===== src/rtl/wb_arbiter_2to1.sv =====
// wb_arbiter_2to1
//   Shares one Wishbone bus between the instruction-fetch controller (m0) and
//   the data controller (m1). Once a controller is granted, it keeps the bus
//   for its whole CYC. A watchdog aborts a granted transfer with ERR when the
//   slave stops responding.
// Parameters
//   ROUND_ROBIN    : 1 = alternate owners on contention, 0 = m1 always wins
//   TIMEOUT_CYCLES : granted stb cycles without ack/err before a forced ERR (0 = off)
// Ports
//   i_clk, i_rst            clock, asynchronous active-high reset
//   m0_wb_* / m1_wb_*       controller-side Wishbone ports (the arbiter is their peripheral)
//   s_wb_*                  downstream Wishbone port (the arbiter is its controller)
//   o_grant                 registered one-hot owner {m1,m0}, 2'b00 when idle
//   o_timeout               one-cycle pulse while an abort is in progress
module wb_arbiter_2to1 #(
  parameter bit ROUND_ROBIN    = 1'b1,
  parameter int TIMEOUT_CYCLES = 255
) (
  input  logic        i_clk,
  input  logic        i_rst,
  // controller 0 (instruction fetch)
  input  logic        m0_wb_cyc_i,
  input  logic        m0_wb_stb_i,
  input  logic        m0_wb_we_i,
  input  logic [3:0]  m0_wb_sel_i,
  input  logic [31:0] m0_wb_adr_i,
  input  logic [31:0] m0_wb_dat_w_i,
  output logic [31:0] m0_wb_dat_r_o,
  output logic        m0_wb_ack_o,
  output logic        m0_wb_err_o,
  output logic        m0_wb_stall_o,
  // controller 1 (data load/store)
  input  logic        m1_wb_cyc_i,
  input  logic        m1_wb_stb_i,
  input  logic        m1_wb_we_i,
  input  logic [3:0]  m1_wb_sel_i,
  input  logic [31:0] m1_wb_adr_i,
  input  logic [31:0] m1_wb_dat_w_i,
  output logic [31:0] m1_wb_dat_r_o,
  output logic        m1_wb_ack_o,
  output logic        m1_wb_err_o,
  output logic        m1_wb_stall_o,
  // shared downstream bus
  output logic        s_wb_cyc_o,
  output logic        s_wb_stb_o,
  output logic        s_wb_we_o,
  output logic [3:0]  s_wb_sel_o,
  output logic [31:0] s_wb_adr_o,
  output logic [31:0] s_wb_dat_w_o,
  input  logic [31:0] s_wb_dat_r_i,
  input  logic        s_wb_ack_i,
  input  logic        s_wb_err_i,
  input  logic        s_wb_stall_i,
  // status
  output logic [1:0]  o_grant,
  output logic        o_timeout
);

  typedef enum logic [1:0] {IDLE, OWN0, OWN1, ABORT} state_e;

  localparam bit          WDOG_EN = (TIMEOUT_CYCLES != 0);
  localparam logic [16:0] TO_L    = 17'(TIMEOUT_CYCLES);

  state_e      state_q, state_d;
  logic [1:0]  grant_q, grant_d;
  logic        last_q, last_d;     // 0: m0 owned last, 1: m1 owned last
  logic [15:0] cnt_q, cnt_d;
  logic        tmo_q, tmo_d;

  logic        pick1, own_cyc, own_stb;
  logic [16:0] cnt_inc;

  assign cnt_inc = {1'b0, cnt_q} + 17'd1;

  always_ff @(posedge i_clk or posedge i_rst) begin
    if (i_rst) begin
      state_q <= IDLE;
      grant_q <= 2'b00;
      last_q  <= 1'b0;
      cnt_q   <= 16'd0;
      tmo_q   <= 1'b0;
    end else begin
      state_q <= state_d;
      grant_q <= grant_d;
      last_q  <= last_d;
      cnt_q   <= cnt_d;
      tmo_q   <= tmo_d;
    end
  end

  // next state, grant, watchdog
  always_comb begin
    state_d = state_q;
    grant_d = grant_q;
    last_d  = last_q;
    cnt_d   = cnt_q;
    tmo_d   = 1'b0;
    pick1   = 1'b0;
    own_cyc = (state_q == OWN1) ? m1_wb_cyc_i : m0_wb_cyc_i;
    own_stb = own_cyc & ((state_q == OWN1) ? m1_wb_stb_i : m0_wb_stb_i);
    case (state_q)
      IDLE: begin
        grant_d = 2'b00;
        cnt_d   = 16'd0;
        if (m0_wb_cyc_i && m1_wb_cyc_i) pick1 = ROUND_ROBIN ? ~last_q : 1'b1;
        else                            pick1 = m1_wb_cyc_i;
        if (m0_wb_cyc_i || m1_wb_cyc_i) begin
          state_d = pick1 ? OWN1 : OWN0;
          grant_d = pick1 ? 2'b10 : 2'b01;
          last_d  = pick1;
        end
      end
      OWN0, OWN1: begin
        if (!own_cyc) begin
          // owner released (or abandoned) the cycle
          state_d = IDLE;
          grant_d = 2'b00;
          cnt_d   = 16'd0;
        end else if (s_wb_ack_i || s_wb_err_i) begin
          cnt_d = 16'd0;
        end else if (own_stb) begin
          cnt_d = cnt_q + 16'd1;
          // abort on the edge where the count reaches the limit
          if (WDOG_EN && (cnt_inc == TO_L)) begin
            state_d = ABORT;
            tmo_d   = 1'b1;
          end
        end
      end
      default: begin  // ABORT: grant_q still names the victim for this cycle
        state_d = IDLE;
        grant_d = 2'b00;
        cnt_d   = 16'd0;
      end
    endcase
  end

  // bus routing
  always_comb begin
    s_wb_cyc_o    = 1'b0;
    s_wb_stb_o    = 1'b0;
    s_wb_we_o     = 1'b0;
    s_wb_sel_o    = 4'h0;
    s_wb_adr_o    = 32'h0;
    s_wb_dat_w_o  = 32'h0;
    m0_wb_dat_r_o = 32'h0;
    m0_wb_ack_o   = 1'b0;
    m0_wb_err_o   = 1'b0;
    m0_wb_stall_o = 1'b1;
    m1_wb_dat_r_o = 32'h0;
    m1_wb_ack_o   = 1'b0;
    m1_wb_err_o   = 1'b0;
    m1_wb_stall_o = 1'b1;
    case (state_q)
      OWN0: begin
        s_wb_cyc_o    = m0_wb_cyc_i;
        s_wb_stb_o    = m0_wb_cyc_i & m0_wb_stb_i;
        s_wb_we_o     = m0_wb_we_i;
        s_wb_sel_o    = m0_wb_sel_i;
        s_wb_adr_o    = m0_wb_adr_i;
        s_wb_dat_w_o  = m0_wb_dat_w_i;
        m0_wb_dat_r_o = s_wb_dat_r_i;
        m0_wb_ack_o   = s_wb_ack_i & ~s_wb_err_i;  // err wins a simultaneous ack
        m0_wb_err_o   = s_wb_err_i;
        m0_wb_stall_o = s_wb_stall_i;
      end
      OWN1: begin
        s_wb_cyc_o    = m1_wb_cyc_i;
        s_wb_stb_o    = m1_wb_cyc_i & m1_wb_stb_i;
        s_wb_we_o     = m1_wb_we_i;
        s_wb_sel_o    = m1_wb_sel_i;
        s_wb_adr_o    = m1_wb_adr_i;
        s_wb_dat_w_o  = m1_wb_dat_w_i;
        m1_wb_dat_r_o = s_wb_dat_r_i;
        m1_wb_ack_o   = s_wb_ack_i & ~s_wb_err_i;
        m1_wb_err_o   = s_wb_err_i;
        m1_wb_stall_o = s_wb_stall_i;
      end
      ABORT: begin
        // downstream cycle is dropped; any late slave ack is ignored
        if (grant_q[1]) begin
          m1_wb_err_o   = 1'b1;
          m1_wb_stall_o = 1'b0;
        end else begin
          m0_wb_err_o   = 1'b1;
          m0_wb_stall_o = 1'b0;
        end
      end
      default: ;
    endcase
  end

  assign o_grant   = grant_q;
  assign o_timeout = tmo_q;

endmodule


===== config.mk =====
export PLATFORM = sky130hd
export DESIGN_NAME = wb_arbiter_2to1
export DESIGN_NICKNAME = d
export VERILOG_FILES = /design/src/rtl/wb_arbiter_2to1.sv
export SDC_FILE = /design/constraint.sdc
export NUM_CORES = 1
export LEC_CHECK = 0
export ABC_CLOCK_PERIOD_IN_PS = 2750
export CAP_MARGIN = 20
export CORE_ASPECT_RATIO = 0.5
export CORE_MARGIN = 10
export CORE_UTILIZATION = 29
export DETAILED_ROUTE_END_ITERATION = 10
export PLACE_DENSITY = 0.85
export SLEW_MARGIN = 5
export SYNTH_ARGS = -nofsm -noshare
export SYNTH_HDL_FRONTEND = slang
export SYNTH_SLANG_ARGS = --single-unit

===== constraint.sdc =====
create_clock -name i_clk -period 2.75 [get_ports i_clk]
set_clock_uncertainty 0.2 [all_clocks]
set_input_delay 0.55 -clock i_clk [delete_from_list [all_inputs] [get_ports i_clk]]
set_output_delay 0.55 -clock i_clk [all_outputs]
set_load 0.05 [all_outputs]

# == Word-level counts from Yosys, hierarchy flattened ==
# Cells that the tools add are included.
# op_classes
n_reduce_logical,7
muxes,39
n_bitwise,6
n_eq_ne,10
n_addsub,2
# op_table
cell,count
$pmux 32 s2,2
$mux 16,4
$mux 32,2
$add 16x1->17 const B,1
$eq 17x8->1 const B,1
$add 16x1->16 const B,1
$mux 2,8
$pmux 1 s2,7
$mux 1,13
$ne 3x3->1 const B,3
$pmux 2 s2,2
$pmux 4 s2,1
$and 1x1->1,4
$eq 2x2->1 const B,2
$ne 2x2->1 const B,2
$ne 4x4->1 const B,1
$reduce_and 4->1,1
$eq 2x1->1 const B,1
$logic_not 2->1,1
$logic_or 1x1->1,2
$not 1->1,2
$reduce_and 2->1,1
$reduce_or 2->1,1
$logic_and 1x1->1,1
# word_totals
input_bits,179
out_inout_bits,144
reg_bits,22

# == Logic depth before layout (Yosys ltp) ==
# logic_depth
depth_word,7
mapped_depth,9
mapped_depth_nobuf,8

# == Worst setup path before layout ==
# No wires, ideal clock.
# synth_timing
path_kind,register to output
start,reg state_q[0]
end,out s_wb_cyc_o
path_slack_ps,-312
t_arrival_ps,2312
path_stages_with_launch,6
cell_sequence,dfrtp_1 inv_1 ha_1 clkbuf_1 clkbuf_1 a21boi_0
# synth_via
elab_chain_len,2
elab_cells_between_ends,3
# synth_rtl
item,line,source
"start, declared",64,"state_e state_q, state_d;"
"start signal, assigned",83,state_q <= state_d;
$eq 2x2->1 / $eq 2x1->1 (equally long branches),154,case (state_q)
$pmux 1 s2 (*),154,
"end, declared",44,"output logic s_wb_cyc_o,"
# Every way passes the cells marked *; elsewhere a longest branch is shown, timed or not.

# == Worst setup path in the final report ==
# layout_timing
start,reg state_q[1]
end,out s_wb_adr_o[20]
# layout_via
elab_chain_len,2
elab_cells_between_ends,3
# layout_rtl
item,line,source
$eq 2x2->1 / $eq 2x1->1 (equally long branches),154,
$pmux 32 s2 (*),154,
"end, declared",48,"output logic [31:0] s_wb_adr_o,"
# Marked as above.

==> flow_metrics.env <==
export IMPL_status="completed"
export IMPL_cp_data_required_time_ns=2.00
export IMPL_async_flop_share_pct=100
export IMPL_critPathMaxFanout=44
export IMPL_setup_tns_ns=0
export IMPL_cts_hold_buffers_added=0
export IMPL_crit_type="reg -> out"
export IMPL_yosys_area_top_type_share_pct=18.3
export IMPL_synth_area_leaders="dfrtp_1, a22oi_1, nor2b_1"
export IMPL_finalSetupViolCount=0
export IMPL_row_count=26
export IMPL_dpl_hpwl_um=16800
export IMPL_ios=323
export IMPL_synth_edf_count=0
export IMPL_grt_pass1_wl_um=28300
export IMPL_final_max_slew_violation_count=0
export IMPL_grt_overflow_total=0
export IMPL_cp_slowest_cell="dfrtp_1"
export IMPL_wl_per_cell_um=23.5
export IMPL_area_delta_synth_final_pct=167
export IMPL_clk_pin_slew_ns=0.06
export IMPL_clkSinkCount=22
export IMPL_netlist_area_sq_mm=0.00301
export IMPL_syn_nets=597
export IMPL_coreArea_sq_mm=0.0101
export IMPL_cp_cell_sequence="inv_1 -> ha_2 -> buf_12 -> a22oi_1 -> nor2b_1 -> buf_12"
export IMPL_clockRootBuffer="clkbuf_16"
export IMPL_multi_input_area_sq_mm=0.00235
export IMPL_grt_max_degree=64
export IMPL_yosys_warnings=0
export IMPL_grt_pass1_vias=4365
export IMPL_relSlewSlack_pct=63.6
export IMPL_hold_ws_ns=0.310
export IMPL_io_buffer_count=322
export IMPL_cts_max_level=1
export IMPL_finalHoldViolCount=0
export IMPL_post_drt_via_cell_ratio=5.15
export IMPL_design_area_sq_mm=0.00804
export IMPL_seq_area_frac_synth_pct=18.3
export IMPL_worstMarginPinSlew_ns=0.545
export IMPL_critPathBufInv=3
export IMPL_num_vias=4412
export IMPL_insertion_delay_ns=0.26
export IMPL_drt_iter0_drc=336
export IMPL_insertedDiodeCount=0
export IMPL_irDropWorstVdd_v=0.000586
export IMPL_fillCellCount=595
export IMPL_tritoncts="done"
export IMPL_yosysMostFrequentCell="a22oi_1"
export IMPL_dpl_cell_area_sq_mm=0.00788
export IMPL_leakage_nw=3.09
export IMPL_max_freq_mhz=376
export IMPL_crit_top_cell="buf_12"
export IMPL_cap_violations=0
export IMPL_drtPass1Iterations=5
export IMPL_worst_setup_path_end_kind="output pin"
export IMPL_cts_made_buffers=3
export IMPL_pre_cts_slack_ns=0.175
export IMPL_drc=0
export IMPL_ant_nets=0
export IMPL_yosys_area_top_type="dfrtp_1"
export IMPL_synth_common_cells="a22oi_1, nor2b_1, and2_1"
export IMPL_die_area_sq_mm=0.0151
export IMPL_period_needed_ns=2.66
export IMPL_fin_ws_ns=0.0920
export IMPL_rsz0062_at_grt="no"
export IMPL_finalCritPeriodShare_pct=96.7
export IMPL_die_x_um=164
export IMPL_drive_above_1_share_pct=26.2
export IMPL_crit_arrival_ns=1.91
export IMPL_initial_core_util_pct=29.7
export IMPL_avgSynthCellArea_sq_um=7.31
export IMPL_cts_buffer_depth=2
export IMPL_hp_class="reg -> reg"
export IMPL_synth_seq_cells=22
export IMPL_ys_types=42
export IMPL_die_h_um=92.0
export IMPL_ys_flop_type="dfrtp_1"
export IMPL_seq_area_sq_um=553
export IMPL_slowest_delay_ns=0.43
export IMPL_antenna_found_initial=0
export IMPL_grt_usage_pct=24.1
export IMPL_finalNetCount=903
export IMPL_postSynthCellCount=412
export IMPL_cp_top_family="buffers and inverters"
export IMPL_p_per_area_mw_per_mm2=1060
export IMPL_totalWireLength_um=20100
export IMPL_place_congestion=0.909
export IMPL_cp_start_kind="register"
-- layer usage --
metal  up-vias  GRT usage (%)  wire (um)
met5         -              0          0
met3        42           4.28       1130
li1       2049              -          -
met1      2145           25.4       7110
met4         0           4.88        521
met2       176           48.7      11400
-- state kept, by name, summed over array words and instances, names as in the netlist --
name,count
cnt_q,16
last_q,1
state_q,2
o_grant,2
o_timeout,1
-- per-stage QoR --
step | power [W] | std cells | utilization, %
floorplan | 0.00425 | 412 | -
finish | 0.00850 | 857 | 79.2
global placement | 0.00795 | 848 | 77.6
detailed placement | 0.00807 | 848 | 77.6
CTS | 0.00842 | 852 | 78.5
global route | 0.00879 | 857 | 79.2
-- placed cells by master, fill, tap and decap left out, types with 12 or more instances in the layout --
cell type and instances:
dfrtp_1 20, a22oi_1 71, xor2_1 13, nor2_1 24, nor2b_1 57, nor2b_2 12
nand2_1 25, and2_1 64, clkdlybuf4s50_1 181, buf_12 147
-- where the power goes --
part,leakage (nW),switching [W],internal [W]
sequential,0.297,0.0000390,0.000361
clock,0.0442,0.000116,0.000222
combinational,2.75,0.00423,0.00354
total,3.09,0.00438,0.00412
-- repair_timing --
action                                  in CTS  in global routing
endpoints found under the setup margin       0                 61
buffers inserted                             0                  4
gates resized for setup                      0                  6
-- kinds of logic (layout without fill, tap and decap cells) --
group           after synthesis  count (layout)  synth area share [%]
xor+xnor                     17              17                  4.95
flops                        22              22                  18.3
simple gates                222             222                  43.9
mux                           5               5                  1.70
compound gates               97              97                  23.2
fa+ha+maj                     6               6                  2.49
buf+inv                      43             348                  5.49
-- area by class of cell --
class                      instances  area share (%)
sequential                        22            6.88
multi-input combinational        347            29.2
clock buffer                       4            1.11
tap                              140            2.18
timing repair buffer             339            60.4
inverter                           5           0.233
-- final timing paths --
check,startpoint,to,slack [ns],cells after the start
max in group asynchronous,i_rst,cnt_q[0]$_DFFE_PP0P_,1.68,3
worst max-delay path,state_q[1]$_DFFE_PP0P_,s_wb_adr_o[20],0.09,6
worst min register to register,last_q$_DFFE_PP0P_,last_q$_DFFE_PP0P_,0.31,1
min in group asynchronous,i_rst,cnt_q[3]$_DFFE_PP0P_,0.43,3
worst min-delay path,last_q$_DFFE_PP0P_,last_q$_DFFE_PP0P_,0.31,1
worst max register to register,cnt_q[2]$_DFFE_PP0P_,state_q[0]$_DFFE_PP0P_,0.25,6
No activity file was read; power rests on OpenSTA's default activity.
==> RTL edit, RTL diff (same settings) <==
Set the parameter `ROUND_ROBIN` to 1'b0 (it was 1'b1).
--- a/src/rtl/wb_arbiter_2to1.sv
+++ b/src/rtl/wb_arbiter_2to1.sv
@@ -15,3 +15,3 @@
 module wb_arbiter_2to1 #(
-  parameter bit ROUND_ROBIN    = 1'b1,
+  parameter bit ROUND_ROBIN    = 1'b0,
   parameter int TIMEOUT_CYCLES = 255
Check against the original RTL: not equivalent (Yosys sat finds a counterexample within 4 cycles, from zero or initial values and one cycle with i_rst high).
==> RTL edit against the unedited design <==
- design area up 1.4%
- setup slack worse by 4.8 ps
- utilization up 0.84 points
- critical path type unchanged
- sequential cell count down 1
- routed wire length up 0.72%
- largest cell class unchanged
- synthesized area up 0.54%
- non-clock buffer count down 4
- count of clock-buffer cells in the layout unchanged
- total power up 7.0%
==> RTL edit: results (changes against the unedited design) <==
status:
  status: "finished clean"
cells_and_area:
  instances_no_fill: 860  # +0.35%
  fillers: 558  # -6.2%
  layout.nets: 906  # +0.33%
  layout-drive-gt1-share: 0.336  # +0.0739
synth:
  synth_compound_area_frac: 0.235  # +0.00330
  synth_common_cells: "nor2b_1, a22oi_1, and2_1"
  synth_fa_ha_area_frac: 0.0248  # -0.000134
  postSynthNetCount: 604  # +1.2%
  synthMuxAreaShare: 0.0211  # +0.00404
  ys_types: 45  # +7.1%
  synth_xor_area_frac: 0.0405  # -0.00895
global_routing:
  grt_max_degree: 57  # -11%
  use_met1: 0.262  # +0.00857
  first_global_vias: 4743  # +8.7%
  grt_pass1_wl_um: 29700  # +4.7%
  grtUsageTotal: 0.249  # +0.00709
  use_met2: 0.507  # +0.0201
worst_setup_path:
  crit_start: "state_q[0]"
  r2r_cells: 7  # +1
  reg2reg_from: "cnt_q[1]"
  regToRegSetupSlack_ps: 160  # -90 ps
  cp_max_fo: 26  # -41%
  crit_path_end: "s_wb_cyc_o"
  r2r-end: "state_q[1]"
timing:
  whs_ps: 346  # +36.3 ps
  worst_slew_pin_slew_ps: 799  # +254 ps
  fmax_mhz: 376  # -0.18%
route:
  initialDrtViolationCount: 351  # +4.5%
  drt-met1-wl_um: 6880  # -3.2%
  totalWireLength_um: 20300  # +0.72%
  routed-via-count: 4482  # +1.6%
pwr:
  peakVddDrop_mv: 0.671  # +14%
placement:
  dp_slack_ps: 21.5  # -153 ps
  routabilityCongestion: 0.947  # +4.2%
  place_area_mm2: 0.00803  # +1.9%
  place_hpwl_um: 17100  # +1.4%
min_path:
  min_to: "o_grant[0]"
==> RTL edit: cell types whose count changed in the layout (fill, tap and decap cells not counted), moves of 4 or more <==
cell,before,now
xor2_1,13,7
and2_1,64,69
inv_1,5,9
nor2b_2,12,69
nor2b_1,57,1
==> RTL edit: kinds of logic after synthesis <==
group,Yosys count
buffers and inverters,47
multiplexers,6
flip-flops,21
AND/OR/NAND/NOR,229
AO/OA/AOI/OAI,96
XOR/XNOR,14
adder cells (fa/ha/maj),6
==> RTL edit: layout make-up <==
class,count,area [um^2],share of cell area
clock buffers,4,78.8,0.00967
inverters,9,33.8,0.00414
multi-input cells,351,2540,0.312
flip-flops and latches,21,526,0.0645
well taps,140,175,0.0215
repair buffers,335,4790,0.588
==> RTL edit: power by group <==
part	switching [W]	internal, W
Combinational	0.00453	0.00388
Clock	0.000111	0.000197
Sequential	0.0000374	0.000337
==> RTL edit: what timing repair did <==
action	in CTS	in global routing
buffers inserted	0	2
hold buffers	0	0
endpoints found under the setup margin	2	3
resized for setup	1	4
